$ cat config.mk
export PLATFORM = sky130hd
export DESIGN_NAME = mult_div_unit_flat
export DESIGN_NICKNAME = d
export VERILOG_FILES = /design/src/rtl/mdu_pkg.sv /design/src/rtl/mult_div_unit_if.sv /design/src/rtl/mult_div_unit.sv /design/src/flat_wrapper.sv
export SDC_FILE = /design/constraint.sdc
export NUM_CORES = 1
export LEC_CHECK = 0
export BUFFER_PORTS_ARGS = -buffer_cell sky130_fd_sc_hd__buf_4
export CORE_MARGIN = 1
export CORE_UTILIZATION = 50
export DETAILED_ROUTE_END_ITERATION = 6
export MAX_ROUTING_LAYER = met4
export PLACE_DENSITY = 0.79
export SETUP_SLACK_MARGIN = 0.05
export SLEW_MARGIN = 30
export SYNTH_ARGS = -nofsm -noshare
export SYNTH_HDL_FRONTEND = slang
export SYNTH_SLANG_ARGS = --single-unit
export TNS_END_PERCENT = 50
$ cat constraint.sdc
create_clock -name Clk -period 16.3 [get_ports Clk]
set_input_delay 1.63 -clock Clk [delete_from_list [all_inputs] [get_ports Clk]]
set_output_delay 1.63 -clock Clk [all_outputs]
set_load 0.05 [all_outputs]
$ cat src/rtl/mdu_pkg.sv
// Shared definitions for the multiply/divide unit: operation encodings,
// FSM state type and default operand width. The ALU-control decoder
// imports the same operation constants.
package mdu_pkg;

    localparam int MDU_WIDTH = 32;

    localparam logic [2:0] MDU_MULT  = 3'b000;
    localparam logic [2:0] MDU_MULTU = 3'b001;
    localparam logic [2:0] MDU_DIV   = 3'b010;
    localparam logic [2:0] MDU_DIVU  = 3'b011;
    localparam logic [2:0] MDU_MADD  = 3'b100;
    localparam logic [2:0] MDU_MSUB  = 3'b101;

    typedef enum logic [1:0] {
        MDU_IDLE = 2'd0,
        MDU_CALC = 2'd1,
        MDU_FIX  = 2'd2
    } mdu_state_t;

    // 110 and 111 are not operations; requests carrying them are dropped.
    function automatic logic op_is_legal(input logic [2:0] op);
        return op <= MDU_MSUB;
    endfunction

    function automatic logic op_is_div(input logic [2:0] op);
        return (op == MDU_DIV) || (op == MDU_DIVU);
    endfunction

    // Signed ops work on magnitudes and fix the sign up at the end.
    function automatic logic op_is_signed(input logic [2:0] op);
        return (op == MDU_MULT) || (op == MDU_DIV) ||
               (op == MDU_MADD) || (op == MDU_MSUB);
    endfunction

endpackage

$ cat src/rtl/mult_div_unit_if.sv
// Request/result bundle between the EX stage and the multiply/divide unit.
//
// Handshake: Start is sampled only while Busy=0 (the unit is idle); a
// Start with a legal Op is accepted on that edge and Busy rises right
// after it. Start while Busy=1 is ignored. Done pulses for exactly one
// cycle when HiOut/LoOut carry a new result; Busy is already low in that
// cycle, so a new Start may be accepted on the following edge. HiOut and
// LoOut hold their value until the next Done.
interface mult_div_unit_if
    import mdu_pkg::*;
#(
    parameter int WIDTH = MDU_WIDTH
) ();

    logic             Start;
    logic [2:0]       Op;
    logic [WIDTH-1:0] A;
    logic [WIDTH-1:0] B;
    logic [WIDTH-1:0] HiIn;
    logic [WIDTH-1:0] LoIn;
    logic             Busy;
    logic             Done;
    logic [WIDTH-1:0] HiOut;
    logic [WIDTH-1:0] LoOut;
    mdu_state_t       State;   // debug view of the control FSM

    modport master (
        output Start, Op, A, B, HiIn, LoIn,
        input  Busy, Done, HiOut, LoOut, State
    );

    modport slave (
        input  Start, Op, A, B, HiIn, LoIn,
        output Busy, Done, HiOut, LoOut, State
    );

endinterface

$ cat src/rtl/mult_div_unit.sv
// Iterative multiply/divide unit feeding HI/LO. One shift-add or restoring
// division step per cycle over WIDTH cycles, then a single fix-up cycle
// that applies signs, accumulation and the divide-by-zero result.
module mult_div_unit
    import mdu_pkg::*;
#(
    parameter int WIDTH = MDU_WIDTH
) (
    input logic            Clk,
    input logic            Reset,
    mult_div_unit_if.slave bus
);

    localparam int CW = $clog2(WIDTH) + 1;

    mdu_state_t         state_q, state_d;
    logic               accept;
    logic [CW-1:0]      count_q;
    logic [2:0]         op_q;
    logic [WIDTH-1:0]   a_q;
    logic               b_zero_q;
    logic [2*WIDTH-1:0] acc_q;
    // Multiplicand for multiplies, divisor for divides.
    logic [WIDTH-1:0]   opnd_q;
    // Multiply: {partial product, remaining multiplier bits}.
    // Divide:   {partial remainder, dividend bits / quotient bits}.
    logic [2*WIDTH-1:0] work_q, work_d;
    logic               neg_res_q, neg_rem_q;
    logic               done_q;
    logic [WIDTH-1:0]   hi_q, lo_q;

    logic               sign_a, sign_b;
    logic [WIDTH-1:0]   mag_a, mag_b;
    logic [WIDTH-1:0]   addend;
    logic [WIDTH:0]     mul_sum;
    logic [WIDTH:0]     div_shift, div_diff;
    logic [2*WIDTH-1:0] prod, result;
    logic [WIDTH-1:0]   quo, rem;

    // State register; reset aborts any operation in flight.
    always_ff @(posedge Clk or posedge Reset) begin
        if (Reset) begin
            state_q <= MDU_IDLE;
        end else begin
            state_q <= state_d;
        end
    end

    // Next-state: accept in IDLE, iterate WIDTH times, one fix-up cycle.
    always_comb begin
        state_d = state_q;
        accept  = 1'b0;
        case (state_q)
            MDU_IDLE: begin
                if (bus.Start && op_is_legal(bus.Op)) begin
                    accept  = 1'b1;
                    state_d = MDU_CALC;
                end
            end
            MDU_CALC: begin
                if (count_q == CW'(WIDTH - 1)) begin
                    state_d = MDU_FIX;
                end
            end
            MDU_FIX: begin
                state_d = MDU_IDLE;
            end
            default: begin
                state_d = MDU_IDLE;
            end
        endcase
    end

    // Operand signs and magnitudes for the request being presented.
    always_comb begin
        sign_a = op_is_signed(bus.Op) & bus.A[WIDTH-1];
        sign_b = op_is_signed(bus.Op) & bus.B[WIDTH-1];
        mag_a  = sign_a ? -bus.A : bus.A;
        mag_b  = sign_b ? -bus.B : bus.B;
    end

    // One iteration step: shift-add for multiply, restoring step for divide.
    always_comb begin
        addend    = work_q[0] ? opnd_q : '0;
        mul_sum   = {1'b0, work_q[2*WIDTH-1:WIDTH]} + {1'b0, addend};
        div_shift = {work_q[2*WIDTH-1:WIDTH], work_q[WIDTH-1]};
        div_diff  = div_shift - {1'b0, opnd_q};
        if (op_is_div(op_q)) begin
            if (!div_diff[WIDTH]) begin
                work_d = {div_diff[WIDTH-1:0], work_q[WIDTH-2:0], 1'b1};
            end else begin
                work_d = {div_shift[WIDTH-1:0], work_q[WIDTH-2:0], 1'b0};
            end
        end else begin
            work_d = {mul_sum, work_q[WIDTH-1:1]};
        end
    end

    // Fix-up: signs, MADD/MSUB accumulation (mod 2^64), divide by zero.
    always_comb begin
        prod   = neg_res_q ? -work_q : work_q;
        quo    = neg_res_q ? -work_q[WIDTH-1:0] : work_q[WIDTH-1:0];
        rem    = neg_rem_q ? -work_q[2*WIDTH-1:WIDTH] : work_q[2*WIDTH-1:WIDTH];
        result = prod;
        case (op_q)
            MDU_MADD: result = acc_q + prod;
            MDU_MSUB: result = acc_q - prod;
            MDU_DIV, MDU_DIVU: begin
                result = b_zero_q ? {a_q, {WIDTH{1'b1}}} : {rem, quo};
            end
            default: result = prod;
        endcase
    end

    // Datapath registers: latch on accept, iterate in CALC, publish in FIX.
    always_ff @(posedge Clk or posedge Reset) begin
        if (Reset) begin
            count_q   <= '0;
            op_q      <= MDU_MULT;
            a_q       <= '0;
            b_zero_q  <= 1'b0;
            acc_q     <= '0;
            opnd_q    <= '0;
            work_q    <= '0;
            neg_res_q <= 1'b0;
            neg_rem_q <= 1'b0;
            done_q    <= 1'b0;
            hi_q      <= '0;
            lo_q      <= '0;
        end else begin
            done_q <= 1'b0;
            if (accept) begin
                count_q   <= '0;
                op_q      <= bus.Op;
                a_q       <= bus.A;
                b_zero_q  <= (bus.B == '0);
                acc_q     <= {bus.HiIn, bus.LoIn};
                neg_res_q <= sign_a ^ sign_b;
                neg_rem_q <= sign_a;
                if (op_is_div(bus.Op)) begin
                    opnd_q <= mag_b;
                    work_q <= {{WIDTH{1'b0}}, mag_a};
                end else begin
                    opnd_q <= mag_a;
                    work_q <= {{WIDTH{1'b0}}, mag_b};
                end
            end else if (state_q == MDU_CALC) begin
                work_q  <= work_d;
                count_q <= count_q + CW'(1);
            end else if (state_q == MDU_FIX) begin
                hi_q   <= result[2*WIDTH-1:WIDTH];
                lo_q   <= result[WIDTH-1:0];
                done_q <= 1'b1;
            end
        end
    end

    assign bus.Busy  = (state_q != MDU_IDLE);
    assign bus.Done  = done_q;
    assign bus.HiOut = hi_q;
    assign bus.LoOut = lo_q;
    assign bus.State = state_q;

endmodule

$ cat src/flat_wrapper.sv
// flat-port wrapper written by rule: the top's interface ports become plain ports
module mult_div_unit_flat import mdu_pkg::*;
#(
    parameter int WIDTH = MDU_WIDTH
)
  (Clk, Reset, bus_Start, bus_Op, bus_A, bus_B, bus_HiIn, bus_LoIn, bus_Busy, bus_Done, bus_HiOut, bus_LoOut, bus_State);
  mult_div_unit_if #(.WIDTH(WIDTH)) bus_i ();
  input logic Clk;
  input logic Reset;
  input wire logic [$bits(bus_i.Start)-1:0] bus_Start;
  input wire logic [$bits(bus_i.Op)-1:0] bus_Op;
  input wire logic [$bits(bus_i.A)-1:0] bus_A;
  input wire logic [$bits(bus_i.B)-1:0] bus_B;
  input wire logic [$bits(bus_i.HiIn)-1:0] bus_HiIn;
  input wire logic [$bits(bus_i.LoIn)-1:0] bus_LoIn;
  output wire logic [$bits(bus_i.Busy)-1:0] bus_Busy;
  output wire logic [$bits(bus_i.Done)-1:0] bus_Done;
  output wire logic [$bits(bus_i.HiOut)-1:0] bus_HiOut;
  output wire logic [$bits(bus_i.LoOut)-1:0] bus_LoOut;
  output wire logic [$bits(bus_i.State)-1:0] bus_State;
  assign bus_i.Start = bus_Start;
  assign bus_i.Op = bus_Op;
  assign bus_i.A = bus_A;
  assign bus_i.B = bus_B;
  assign bus_i.HiIn = bus_HiIn;
  assign bus_i.LoIn = bus_LoIn;
  assign bus_Busy = bus_i.Busy;
  assign bus_Done = bus_i.Done;
  assign bus_HiOut = bus_i.HiOut;
  assign bus_LoOut = bus_i.LoOut;
  assign bus_State = bus_i.State;
  mult_div_unit #(.WIDTH(WIDTH)) u_core (.Clk(Clk), .Reset(Reset), .bus(bus_i));
endmodule
==> results of run 1 <==
[where the power goes]
group	internal [µW]	switching, µW
Clock	430	302
Sequential	889	368
Combinational	1830	2860
Total	3150	3530
[through the flow]
step           utilization, %  hold slack [ns]  power (µW)
2_1_floorplan               -           0.4348        4729
3_3_place_gp            54.59           0.4492        5782
3_5_place_dp            54.66           0.4525        5806
4_1_cts                 56.79           0.4703        6561
5_1_grt                 56.82           0.4859        7230
6_report                56.82           0.4700        6677
[metal layers]
metal  vias up  part of all wire [%]
met3       172                   9.5
met5         -                     0
met4         0                   3.2
met2      1235                    41
met1     12000                    46
li1      12150                     -
[logic make-up (layout without fill, tap and decap cells)]
kind of cell	Yosys count	after routing	share of synthesized area [%]
flip-flops	271	271	26.96
other	0	2	0
AO/OA/AOI/OAI	1059	1059	26.29
AND/OR/NAND/NOR	1253	1253	22.48
adder cells (fa/ha/maj)	136	136	6.855
buffers and inverters	330	385	4.985
XOR/XNOR	313	313	10.98
multiplexers	36	36	1.453
[tightest hold or removal path, stage by stage, from the launching register on]
cell and delay (ns):
dfrtp_1 0.34, nand2_1 0.05, nand2_1 0.05
[synthesized netlist by cell type, drive strengths merged, types with 9 or more instances]
master    n
and2     17
clkbuf  200
buf      30
ha      133
xor2    154
o31ai    37
o21bai   19
nor3     58
a211oi   39
a31oi    40
nand2b   42
a21o     67
nor4     32
o21ai   272
nand2   604
nor2    283
mux2i    32
and3     15
inv     100
and4      9
a311oi    9
o21a     14
a21oi   333
a41oi    13
xnor2   158
or3      31
or2       9
nand4    26
o22ai    21
or4      18
a221oi    9
a22oi    18
dfrtp   271
nand3    56
o221ai   24
o41ai    29
o211ai   39
nor2b    23
[sequential cells by signal (all words and copies together), names as in the netlist]
signal,cells
u_core.opnd_q,32
u_core.a_q,32
u_core.work_q,64
u_core.bus.HiOut,32
u_core.op_q,3
u_core.bus.Done,1
u_core.b_zero_q,1
u_core.bus.State,2
u_core.neg_rem_q,1
u_core.count_q,6
u_core.bus.LoOut,32
u_core.neg_res_q,1
u_core.acc_q,64
[worst min-delay path by stage]
stage          cells past startpoint  slack [ns]                          to                       start
2_1_floorplan                      2        0.43  u_core.a_q[12]$_DFFE_PP0P_  u_core.a_q[12]$_DFFE_PP0P_
3_3_place_gp                       2        0.45  u_core.a_q[30]$_DFFE_PP0P_  u_core.a_q[30]$_DFFE_PP0P_
4_1_cts                            2        0.47  u_core.a_q[30]$_DFFE_PP0P_  u_core.a_q[30]$_DFFE_PP0P_
6_report                           2        0.47  u_core.a_q[25]$_DFFE_PP0P_  u_core.a_q[25]$_DFFE_PP0P_
5_1_grt                            2        0.49  u_core.a_q[30]$_DFFE_PP0P_  u_core.a_q[30]$_DFFE_PP0P_
3_5_place_dp                       2        0.45   u_core.a_q[5]$_DFFE_PP0P_   u_core.a_q[5]$_DFFE_PP0P_
[layout make-up]
class	instances	area (µm²)
fill	4651	21270
multi-input combinational	2797	17180
sequential	271	6784
timing repair buffer	228	1752
clock buffer	42	857.1
tap	664	830.8
inverter	100	387.9
clock inverter	15	191.4
antenna	2	5.005
==> flow_summary.json, run 1 <==
{
  "fin_ws_ns": 7.559,
  "reg2reg_to": "u_core.bus.HiOut[29]$_DFFE_PP0P_",
  "ctsResizeCount": 0,
  "layout_common_cells": "604 x nand2_1, 331 x a21oi_1, 280 x nor2_1, 270 x o21ai_0, 269 x dfrtp_1",
  "maxCapViolations": 0,
  "fmax_ghz": 0.1144,
  "cp_top_family": "compound AO/OA/AOI/OAI gates",
  "core_mm2": 0.04925,
  "critPathLaunchType": "flip-flop",
  "holdBufCountCts": 0,
  "use_met2_pct": 46.51,
  "rsz0062_at_grt": "no",
  "cts.sinks": 271,
  "clock-root-buffer": "clkbuf_16",
  "crit_required_ns": 16.78,
  "ys_types": 87,
  "htree_num_levels": 1,
  "ys_seq_area_share_pct": 26.96,
  "status": "complete, no violations",
  "cp_slowest_stage_delay_ns": 0.81,
  "fin_area_mm2": 0.02799,
  "clk_pin_slew_ns": 0.07,
  "skew_ns": 0.02121,
  "final_hold_viol_count": 0,
  "dp.cells": 4060,
  "cp.buffers_inverters": 1,
  "critical_path_cell_count": 23,
  "crit_path_end": "u_core.bus.HiOut[29]$_DFFE_PP0P_",
  "cts_tree": "yes",
  "place_ws_ns": 7.540,
  "ys.flop_type": "dfrtp_1",
  "cp-startpoint": "u_core.work_q[0]$_DFFE_PP0N_",
  "place_congestion": 0.9952,
  "wirelength_um": 83230,
  "crit_path_max_fanout": 34,
  "synth_area_mm2": 0.02515,
  "clock_latency_ns": 0.60,
  "hpwl_um": 62550,
  "setup-tns-final_ns": 0,
  "drtAntennaViolNets": 0,
  "yosysTopAreaCellShare_pct": 26.96,
  "syn_inst": 3398,
  "synth_top_area_cell": "dfrtp_1",
  "numPortBuffers": 201,
  "fin_crit_ns": 8.741,
  "grt_start_max_net_pins": 147,
  "vdd.ir_drop.worst_mv": 0.1157,
  "drive_above_1_share_pct": 9.702,
  "initial_core_util_pct": 51.06,
  "end_kind": "flip-flop",
  "antenna_found_initial": 1,
  "cp.arrival_ns": 9.22,
  "firstDrtPassIters": 7,
  "cts_made_buffers": 31,
  "io_pins": 202,
  "postCtsSetupBuffers": 0,
  "busiest_layer": "met1",
  "grt_remaining_overflow": 0,
  "yosys_warnings": 0,
  "dieArea_mm2": 0.05120,
  "place_area_mm2": 0.02692,
  "wl_per_cell_um": 20.21,
  "relSlewSlack_pct": 27.49,
  "async_flop_share_pct": 100.0,
  "worst_pin_slew_ns": 1.084,
  "grt_pass1_wl_um": 129900,
  "grt_use_met1_pct": 48.61,
  "synthToLayoutAreaGrowth_pct": 11.27,
  "syn_nets": 3668,
  "drc": 0,
  "syn_avg_cell_area_um2": 7.402,
  "path_cells": "clkinv_1 > ha_1 > or4b_1 > nor3_1 > a311oi_1 > o2111ai_1 > a2111oi_0 > nand3_1 > nor2_1 > a41oi_1 > xor2_1 > ha_1 > nand2_1 > o21ai_0 > o311ai_0 > a21oi_1 > o21ai_0 > o31ai_1 > a31oi_1 > o31ai_1 > nand4_1 > mux2_2 > or2_2",
  "critPathKind": "flip-flop to flip-flop",
  "die_y_um": 226.3,
  "synth.ff_latch_count": 271,
  "setup_violations": 0,
  "post-route-period-util_pct": 53.63,
  "slowest_stage": "clkinv_1",
  "grt_pass1_vias": 22960,
  "row_count": 81,
  "grtUsageMet3_pct": 3.888,
  "num_vias": 25560,
  "grt_util_all_layers_pct": 32.98,
  "synth_area_leaders": "dfrtp_1 27%, nand2_1 9.0%, a21oi_1 6.6%, ha_1 6.6%, xnor2_1 5.5%",
  "synth_edf_count": 0,
  "rr_startpoint": "u_core.work_q[0]$_DFFE_PP0N_",
  "ff2ff_path_depth": 23,
  "slew_viol_final": 0,
  "drt_iter0_drc": 3061,
  "finalNonFillerCells": 4119,
  "power_leakage_uw": 0.01243,
  "min_path_type": "flip-flop to flip-flop",
  "rrSetupSlack_ns": 7.56,
  "cts_max_path_buffers": 3,
  "vias_per_cell": 6.206,
  "die_w_um": 226.3,
  "nets": 3699,
  "powerDensity_mw_per_mm2": 238.6,
  "final_common_cell": "nand2_1"
}
No activity file was read; power rests on OpenSTA's default activity.
==> run 2: changes to the inputs <==
==> constraint.sdc (replaced) <==
create_clock -name Clk -period 8.8 [get_ports Clk]
set_input_delay 0.88 -clock Clk [delete_from_list [all_inputs] [get_ports Clk]]
set_output_delay 0.88 -clock Clk [all_outputs]
set_load 0.05 [all_outputs]
==> flow_summary.json, run 2 (same netlist as run 1, synthesis figures left out) <==
{
  "holdBufCountCts": 0,
  "grt_start_max_net_pins": 145,
  "vdd.ir_drop.worst_mv": 0.2379,
  "core_mm2": 0.04925,
  "final_core_utilization_pct": 56.98,
  "cts_max_path_buffers": 3,
  "initial_core_util_pct": 51.06,
  "clock-root-buffer": "clkbuf_16",
  "wl_met3_um": 8691,
  "cp_top_family": "compound AO/OA/AOI/OAI gates",
  "route.top_layer_used": "met4",
  "seqCellArea_mm2": 0.006785,
  "htree_num_levels": 2,
  "slowest_stage": "a2111oi_0",
  "drtAntennaViolNets": 0,
  "grt_pass1_wl_um": 132900,
  "sw_frac_of_total_pct": 52.86,
  "cp_slowest_stage_delay_ns": 0.71,
  "min_path_type": "primary input to asynchronous set/reset pin",
  "fin_ws_ns": 0.7773,
  "worst_pin_slew_ns": 0.9546,
  "row_count": 81,
  "cp.buffers_inverters": 1,
  "dr_wl_met2_um": 35500,
  "nets": 3706,
  "crit_required_ns": 9.23,
  "numPortBuffers": 201,
  "place_area_mm2": 0.02694,
  "finalNonFillerCells": 4125,
  "skew_ns": 0.03283,
  "grt_pass1_vias": 23380,
  "critPathLaunchType": "flip-flop",
  "drt_iter0_drc": 2873,
  "layout_common_cells": "603 x nand2_1, 331 x a21oi_1, 278 x nor2_1, 270 x o21ai_0, 268 x dfrtp_1",
  "clock_latency_ns": 0.56,
  "end_kind": "flip-flop",
  "cts_made_buffers": 34,
  "final_common_cell": "nand2_1",
  "place_ws_ns": 0.8522,
  "relSlewSlack_pct": 36.36,
  "seqPwrFrac_pct": 18.7,
  "dp.cells": 4064,
  "power_leakage_uw": 0.01250,
  "die_w_um": 226.3,
  "fill_cells": 4704,
  "grt_remaining_overflow": 0,
  "top_regs": "u_core.acc_q x64, u_core.work_q x64",
  "synthToLayoutAreaGrowth_pct": 11.58,
  "num_vias": 25750,
  "path_cells": "inv_1 > ha_1 > or4b_1 > nor3_1 > a41oi_1 > xor2_1 > a2111oi_0 > nand3_1 > nor2_1 > nor2_1 > xor2_1 > ha_1 > nand4_1 > nor2_1 > nand4_1 > a2111oi_0 > o21ai_0 > o31ai_1 > a31oi_1 > o31ai_1 > nand4_1 > mux2_2 > or2_2",
  "cts.sinks": 271,
  "grt_util_all_layers_pct": 34.03,
  "dieArea_mm2": 0.05120,
  "antenna_found_initial": 2,
  "wl_per_cell_um": 20.62,
  "p_sw_uw": 6613,
  "crit_path_max_fanout": 13,
  "fin_crit_ns": 8.023,
  "clk_pin_slew_ns": 0.06,
  "vias_per_cell": 6.243,
  "ctsResizeCount": 0,
  "io_pins": 202,
  "p_int_uw": 5898,
  "status": "complete, no violations",
  "combPwrFrac_pct": 69.9,
  "drive_above_1_share_pct": 10.03,
  "fmax_ghz": 0.1246,
  "power_frac_clock_pct": 11.4,
  "postCtsSetupBuffers": 0,
  "die_y_um": 226.3,
  "powerDensity_mw_per_mm2": 445.8,
  "drc": 0,
  "rsz0062_at_grt": "no",
  "met1Wirelength_um": 37760,
  "post-route-period-util_pct": 91.17,
  "slew_viol_final": 0,
  "hpwl_um": 63530,
  "firstDrtPassIters": 5,
  "maxCapViolations": 0,
  "cts_tree": "yes",
  "final_hold_viol_count": 0,
  "setup_violations": 0,
  "multi_input_area_mm2": 0.01719,
  "critPathKind": "flip-flop to flip-flop",
  "setup-tns-final_ns": 0,
  "fin_area_mm2": 0.02806,
  "wirelength_um": 85080,
  "cp.arrival_ns": 8.45,
  "place_congestion": 1.024
}
==> run 2: cell count changes in the layout (fill, tap and decap cells not counted), moves of 2 or more <==
cell	previous run	this run
buf_4	224	230
clkbuf_1	7	5
clkbuf_16	31	35
clkinv_2	5	9
clkinvlp_4	5	0
nor2_1	280	278
nor2_2	1	3
==> run 2: per-layer routing <==
metal / global-route usage [%] / up-vias
met5: - / -
met4: 12.25 / 0
met3: 5.624 / 183
met2: 47.66 / 1271
met1: 48.96 / 12140
li1: - / 12160
==> run 2: area by class of cell <==
type / count / share of cell area (%)
diodes: 2 / 0.01783
clock buffers: 45 / 3.433
clock inverters: 14 / 0.5439
inverters: 100 / 1.364
multi-input cells: 2797 / 61.24
flip-flops and latches: 271 / 24.18
well taps: 664 / 2.960
repair buffers: 232 / 6.264
==> run 2: power by group through the flow <==
stage	combinational (µW)	clock, µW	sequential [µW]
3_3_place_gp	8440	0	2300
2_1_floorplan	6880	0	1880
4_1_cts	8540	1450	2300
6_report	8740	1430	2340
5_1_grt	9630	1500	2380
3_5_place_dp	8480	0	2310
==> run 2: path summary, 6_finish.rpt <==
| kind | start | end | slack, ns | cells past startpoint |
|---|---|---|---|---|
| worst max-delay path | u_core.work_q[0]$_DFFE_PP0N_ | u_core.bus.HiOut[29]$_DFFE_PP0P_ | 0.78 | 23 |
| worst min-delay path | Reset | u_core.bus.LoOut[21]$_DFFE_PP0P_ | 0.40 | 2 |
| worst max register to register | u_core.work_q[0]$_DFFE_PP0N_ | u_core.bus.HiOut[29]$_DFFE_PP0P_ | 0.78 | 23 |
| worst min register to register | u_core.a_q[23]$_DFFE_PP0P_ | u_core.a_q[23]$_DFFE_PP0P_ | 0.47 | 2 |
| max in group asynchronous | Reset | u_core.op_q[2]$_DFFE_PP0P_ | 7.14 | 3 |
| min in group Clk | u_core.a_q[23]$_DFFE_PP0P_ | u_core.a_q[23]$_DFFE_PP0P_ | 0.47 | 2 |
==> run 2: through the flow <==
stage	power (µW)	hold WS [ns]
final	12510	0.3959
after global routing	13510	0.4559
after CTS	12290	0.4210
after detailed placement	10790	0.4554
after global placement	10740	0.4500
after floorplan	8759	0.4348
